### config.mk
export PLATFORM = sky130hd
export DESIGN_NAME = scc_ram_scheduler_flat
export DESIGN_NICKNAME = d
export VERILOG_FILES = /design/src/rtl/scc_ram_scheduler_if.sv /design/src/rtl/scc_ram_scheduler.sv /design/src/flat_wrapper.sv
export SDC_FILE = /design/constraint.sdc
export NUM_CORES = 1
export LEC_CHECK = 0
export ABC_AREA = 1
export CAP_MARGIN = 20
export CORE_ASPECT_RATIO = 2
export CORE_MARGIN = 2
export CORE_UTILIZATION = 47
export DETAILED_ROUTE_END_ITERATION = 7
export PLACE_DENSITY = 0.91
export SLEW_MARGIN = 20
export SYNTH_ARGS = -nofsm -noshare
export SYNTH_HDL_FRONTEND = slang
export SYNTH_SLANG_ARGS = --single-unit
### constraint.sdc
create_clock -name clk -period 2.14 [get_ports clk]
set_input_delay 0.428 -clock clk [delete_from_list [all_inputs] [get_ports clk]]
set_output_delay 0.428 -clock clk [all_outputs]
set_load 0.02 [all_outputs]
### src/rtl/scc_ram_scheduler_if.sv
// scc_ram_scheduler_if: bus bundle between the SCC wave RAM scheduler and its neighbours
//   ch_ptr                      wave phase pointers, ch n = ch_ptr[5n+4:5n]
//   cpu_req/wr/a/d, cpu_ack/q   CPU wave RAM access handshake
//   wave_valid/ch/q             fetched wave sample stream to the tone generators
//   sram_we/a/d, sram_q         single-port wave RAM (registered read data)
// master: requesters, tone generators and RAM side; slave: the scheduler
interface scc_ram_scheduler_if;
    logic [24:0] ch_ptr;
    logic        cpu_req;
    logic        cpu_wr;
    logic [7:0]  cpu_a;
    logic [7:0]  cpu_d;
    logic        cpu_ack;
    logic [7:0]  cpu_q;
    logic        wave_valid;
    logic [2:0]  wave_ch;
    logic [7:0]  wave_q;
    logic        sram_we;
    logic [7:0]  sram_a;
    logic [7:0]  sram_d;
    logic [7:0]  sram_q;
    modport master (
        output ch_ptr, cpu_req, cpu_wr, cpu_a, cpu_d, sram_q,
        input  cpu_ack, cpu_q, wave_valid, wave_ch, wave_q, sram_we, sram_a, sram_d
    );
    modport slave (
        input  ch_ptr, cpu_req, cpu_wr, cpu_a, cpu_d, sram_q,
        output cpu_ack, cpu_q, wave_valid, wave_ch, wave_q, sram_we, sram_a, sram_d
    );
endinterface

### src/rtl/scc_ram_scheduler.sv
// scc_ram_scheduler: time-slot sharing of the 160x8 SCC wave RAM between 5 channels and the CPU
//   clk     system clock
//   nreset  asynchronous reset, active low
//   bus     scc_ram_scheduler_if.slave (CPU handshake, wave sample stream, RAM port)
// Slots 0..4 fetch one sample per channel, slot 5 serves at most one CPU access,
// remaining slots are idle. Every access has the same 3-edge latency.
module scc_ram_scheduler #(
    parameter int FRAME_LEN = 8,
    parameter bit SCC_PLUS  = 1'b0
) (
    input  logic                 clk,
    input  logic                 nreset,
    scc_ram_scheduler_if.slave   bus
);
    localparam int SW = $clog2(FRAME_LEN);
    logic [SW-1:0] ff_slot;
    logic          ff_busy;
    logic          is_wave;
    logic          accept;
    logic          cpu_oor;
    logic [2:0]    slot_ch;
    logic [2:0]    base;
    logic [4:0]    ptr;
    // Tags travel alongside the RAM access: t1 = address issued, t2 = RAM data pending
    logic          t1_wave, t1_cpu, t1_rd, t1_oor;
    logic [2:0]    t1_ch;
    logic          t2_wave, t2_cpu, t2_rd, t2_oor;
    logic [2:0]    t2_ch;
    always_comb begin
        is_wave = ff_slot < SW'(5);
        accept  = (ff_slot == SW'(5)) && bus.cpu_req && !ff_busy;
        cpu_oor = bus.cpu_a >= 8'd160;
        slot_ch = is_wave ? ff_slot[2:0] : 3'd0;
        ptr     = 5'(bus.ch_ptr >> (5 * slot_ch));
        // Original SCC: ch4 shares the ch3 wave area
        base    = (!SCC_PLUS && slot_ch == 3'd4) ? 3'd3 : slot_ch;
    end
    always_ff @(posedge clk or negedge nreset) begin
        if (!nreset) begin
            ff_slot        <= '0;
            ff_busy        <= 1'b0;
            {t1_wave, t1_cpu, t1_rd, t1_oor, t1_ch} <= '0;
            {t2_wave, t2_cpu, t2_rd, t2_oor, t2_ch} <= '0;
            bus.sram_we    <= 1'b0;
            bus.sram_a     <= '0;
            bus.sram_d     <= '0;
            bus.wave_valid <= 1'b0;
            bus.wave_ch    <= '0;
            bus.wave_q     <= '0;
            bus.cpu_ack    <= 1'b0;
            bus.cpu_q      <= '0;
        end else begin
            ff_slot     <= (ff_slot == SW'(FRAME_LEN - 1)) ? '0 : ff_slot + 1'b1;
            bus.sram_we <= accept && bus.cpu_wr && !cpu_oor;
            if (is_wave)
                bus.sram_a <= {base, ptr};
            else if (accept && !cpu_oor)
                bus.sram_a <= bus.cpu_a;
            if (accept && !cpu_oor && bus.cpu_wr)
                bus.sram_d <= bus.cpu_d;
            t1_wave <= is_wave;
            t1_cpu  <= accept;
            t1_rd   <= !bus.cpu_wr;
            t1_oor  <= cpu_oor;
            t1_ch   <= slot_ch;
            {t2_wave, t2_cpu, t2_rd, t2_oor, t2_ch} <= {t1_wave, t1_cpu, t1_rd, t1_oor, t1_ch};
            bus.wave_valid <= t2_wave;
            if (t2_wave) begin
                bus.wave_ch <= t2_ch;
                bus.wave_q  <= bus.sram_q;
            end
            bus.cpu_ack <= t2_cpu;
            if (t2_cpu && t2_rd)
                bus.cpu_q <= t2_oor ? 8'hFF : bus.sram_q;
            // Busy drops together with the ack, long before the next CPU slot
            if (accept)
                ff_busy <= 1'b1;
            else if (t2_cpu)
                ff_busy <= 1'b0;
        end
    end
endmodule

### src/flat_wrapper.sv
// flat-port wrapper written by rule: the top's interface ports become plain ports
module scc_ram_scheduler_flat 
#(
    parameter int FRAME_LEN = 8,
    parameter bit SCC_PLUS  = 1'b0
)
  (clk, nreset, bus_ch_ptr, bus_cpu_req, bus_cpu_wr, bus_cpu_a, bus_cpu_d, bus_sram_q, bus_cpu_ack, bus_cpu_q, bus_wave_valid, bus_wave_ch, bus_wave_q, bus_sram_we, bus_sram_a, bus_sram_d);
  scc_ram_scheduler_if bus_i ();
  input  logic clk;
  input  logic nreset;
  input wire logic [$bits(bus_i.ch_ptr)-1:0] bus_ch_ptr;
  input wire logic [$bits(bus_i.cpu_req)-1:0] bus_cpu_req;
  input wire logic [$bits(bus_i.cpu_wr)-1:0] bus_cpu_wr;
  input wire logic [$bits(bus_i.cpu_a)-1:0] bus_cpu_a;
  input wire logic [$bits(bus_i.cpu_d)-1:0] bus_cpu_d;
  input wire logic [$bits(bus_i.sram_q)-1:0] bus_sram_q;
  output wire logic [$bits(bus_i.cpu_ack)-1:0] bus_cpu_ack;
  output wire logic [$bits(bus_i.cpu_q)-1:0] bus_cpu_q;
  output wire logic [$bits(bus_i.wave_valid)-1:0] bus_wave_valid;
  output wire logic [$bits(bus_i.wave_ch)-1:0] bus_wave_ch;
  output wire logic [$bits(bus_i.wave_q)-1:0] bus_wave_q;
  output wire logic [$bits(bus_i.sram_we)-1:0] bus_sram_we;
  output wire logic [$bits(bus_i.sram_a)-1:0] bus_sram_a;
  output wire logic [$bits(bus_i.sram_d)-1:0] bus_sram_d;
  assign bus_i.ch_ptr = bus_ch_ptr;
  assign bus_i.cpu_req = bus_cpu_req;
  assign bus_i.cpu_wr = bus_cpu_wr;
  assign bus_i.cpu_a = bus_cpu_a;
  assign bus_i.cpu_d = bus_cpu_d;
  assign bus_i.sram_q = bus_sram_q;
  assign bus_cpu_ack = bus_i.cpu_ack;
  assign bus_cpu_q = bus_i.cpu_q;
  assign bus_wave_valid = bus_i.wave_valid;
  assign bus_wave_ch = bus_i.wave_ch;
  assign bus_wave_q = bus_i.wave_q;
  assign bus_sram_we = bus_i.sram_we;
  assign bus_sram_a = bus_i.sram_a;
  assign bus_sram_d = bus_i.sram_d;
  scc_ram_scheduler #(.FRAME_LEN(FRAME_LEN), .SCC_PLUS(SCC_PLUS)) u_core (.clk(clk), .nreset(nreset), .bus(bus_i));
endmodule
==> results.yml <==
grt:
  grtUsageTotal: 0.1945
  antenna_found_initial: 0
  grt_max_degree: 30
  overflow: 0
  first_global_vias: 1879
  grt_pass1_wl_mm: 8.335
logic_synthesis:
  ys_types: 28
  seq_area_frac_synth: 0.5920
  yosysWarnings: 0
  synthesis.nets: 289
  syn_inst: 233
  syn_avg_cell_area_um2: 10.16
  ys_ff_latch: 56
  synthesis.area_um2: 2367
layout:
  drive_gt1_frac: 0.1193
  synthToLayoutAreaGrowth_pct: 43.87
  antenna_cells: 0
  fin_nets: 382
  final_core_util: 0.7001
drt:
  ant_nets: 0
  drt_iter0_drc: 26
  wl_per_cell_um: 12.94
  vias_per_cell: 4.940
  drc: 0
  drt-total-wl_mm: 4.969
  dr.pass1.iters: 4
  num_vias: 1897
placement:
  dp_hpwl_mm: 4.016
  place.gp.congestion: 0.8084
  portBuffers: 90
clocking:
  cts_sinks: 56
  htree_levels: 2
  root_buffer: "clkbuf_8"
  cts_buffers: 5
  cts_setup_buffers: 0
  hold_buffers: 0
  cts_resized: 0
  clkTransAtPathRegs_ns: 0.09
  cts_buffer_depth: 2
  cts_tree: "yes"
  clk_latency_ns: 0.30
sta:
  hold_viol_final: 0
  fmax_mhz: 561.8
  fin_hold_ws_ns: 0.1320
  final.min_clock_period_ns: 1.780
  maxSlewViolCount: 0
  setup_violations: 0
  rsz0062_at_grt: "false"
  min_period_over_period: 0.8318
  slew_headroom: 0.5818
  worst_pin_slew_ns: 0.6273
  fin_worst_skew_ns: 0.006397
  setup_tns_ns: 0
min_path:
  hp-class: "input pin to async pin"
critical_path:
  crit_slowest_cell: "dfrtp_1"
  cp.arrival_ns: 1.97
  critPathMaxFanout: 11
  crit_required_ns: 2.33
  path_class: "register to register"
  cp-end-kind: "register"
  startpoint_type: "register"
  crit_top_cell: "nand2_1"
  worstPathCellList: "inv_2 -> ha_1 -> nand4_1 -> clkinv_2 -> a21oi_2 -> nor2_1 -> nand2_1 -> nand2_1"
  max_stage_delay_ns: 0.54
power_and_ir_drop:
  p_leak_uw: 0.001629
  power_uw: 1855
  power_density_nw_per_um2: 544.8
  ir_worst_vdd_mv: 0.4970
die:
  start_util: 0.4866
  core_region_area_um2: 4865
  fp.dieW_um: 54.19
  ioPinCount: 91
  die_area_um2: 5655
  row_count: 36
  die_y_um: 104.4
job:
  drv_cap: 0
run_status:
  outcome: "finished clean"
-- sequential cells by signal (all words and copies together), names as in the netlist --
| name | cells |
|---|---|
| u_core.bus.sram_d | 8 |
| u_core.t2_rd | 1 |
| u_core.bus.wave_ch | 3 |
| u_core.t1_oor | 1 |
| u_core.t2_ch | 3 |
| u_core.bus.wave_q | 8 |
| u_core.bus.cpu_q | 8 |
| u_core.bus.sram_we | 1 |
| u_core.t2_wave | 1 |
| u_core.t2_oor | 1 |
| u_core.bus.sram_a | 8 |
| u_core.ff_busy | 1 |
| u_core.t1_ch | 3 |
| u_core.t1_wave | 1 |
| u_core.t2_cpu | 1 |
| u_core.bus.wave_valid | 1 |
| u_core.t1_rd | 1 |
| u_core.ff_slot | 3 |
| u_core.bus.cpu_ack | 1 |
| u_core.t1_cpu | 1 |
-- cell type report --
| class | count | area [um2] |
|---|---|---|
| clock buffer | 7 | 86.33 |
| clock inverter | 1 | 7.507 |
| sequential | 56 | 1401 |
| inverter | 16 | 61.31 |
| tap | 57 | 71.32 |
| fill | 381 | 1459 |
| multi-input combinational | 154 | 847.1 |
| timing repair buffer | 93 | 930.9 |
-- synth_stat cells --
library cell,instances,area [um2]
or2_1,1,6.260
o21ai_1,13,65.06
inv_1,11,41.29
mux2_2,11,123.9
nand4_1,3,18.77
clkinv_2,1,5.000
o21ai_0,9,45.04
o21ai_2,2,17.52
nand3_4,1,17.52
a21oi_2,3,26.28
buf_6,4,45.04
inv_2,3,11.26
ha_1,3,37.54
nand2_1,55,206.5
dfrtp_1,56,1401
clkinv_1,1,3.750
buf_2,1,5.000
nand2_4,2,22.52
nand3b_1,2,15.01
nor2_1,27,101.4
nor2_8,1,20.02
o22ai_1,2,12.51
clkbuf_1,2,7.510
o21bai_1,4,30.03
nand3_1,9,45.04
nand2_2,4,25.02
a31oi_1,1,6.260
a21oi_1,1,5.000
-- layout by cell type (no fill, tap or decap), types with 3 or more instances in the layout --
cell / n
clkdlybuf4s50_1: 89
dfrtp_1: 56
nand2_1: 55
nor2_1: 27
o21ai_1: 13
inv_1: 11
mux2_2: 11
o21ai_0: 9
nand3_1: 9
clkbuf_8: 6
nand2_2: 4
o21bai_1: 4
inv_2: 3
nand4_1: 3
a21oi_2: 3
ha_1: 3
-- final timing paths --
kind                                         from                   end  slack (ns)  cells past startpoint
min in group clk                   u_core.t1_wave        u_core.t2_wave        0.35                      0
worst max register to register  u_core.ff_slot[1]  u_core.bus.sram_a[4]        0.36                      8
worst min register to register     u_core.t1_wave        u_core.t2_wave        0.35                      0
max in group asynchronous                  nreset  u_core.bus.sram_a[6]        1.44                      2
worst min-delay path                       nreset    u_core.bus.sram_we        0.13                      1
worst max-delay path            u_core.ff_slot[1]  u_core.bus.sram_a[4]        0.36                      8
-- per-layer routing --
layer	GRT usage	routed length, um	vias to the layer above
met4	0.07679	116	0
met3	0.02586	238	9
met2	0.3468	2849	68
li1	-	-	940
met1	0.2174	1764	880
met5	0	0	-
-- cells by family after synthesis --
logic type               Yosys count  synth area share
multiplexers                      11           0.05233
AND/OR/NAND/NOR                  105            0.2019
AO/OA/AOI/OAI                     35           0.08774
flip-flops                        56            0.5920
adder cells (fa/ha/maj)            3           0.01586
buffers and inverters             23           0.05021
-- worst max-delay path: cells and delay by family (launching register included) --
family	cells	cell delay, ns
compound gates	1	0.39
fa+ha+maj	1	0.19
buf+inv	2	0.21
flops	1	0.54
simple gates	4	0.35
-- per-stage QoR --
step	instances	instance area, um2	worst slack [ns]
finish	384	3406	0.3600
detailed placement	376	3312	0.3260
global route	384	3406	0.1487
CTS	384	3406	0.3456
global placement	376	3312	0.3730
floorplan	233	2367	0.6717
-- report_power, final --
part / internal, uW / switching [uW]
clock: 263 / 305
combinational: 125 / 77.0
sequential: 1070 / 10.8
total: 1460 / 393
Power figures use the tool's default switching activity.
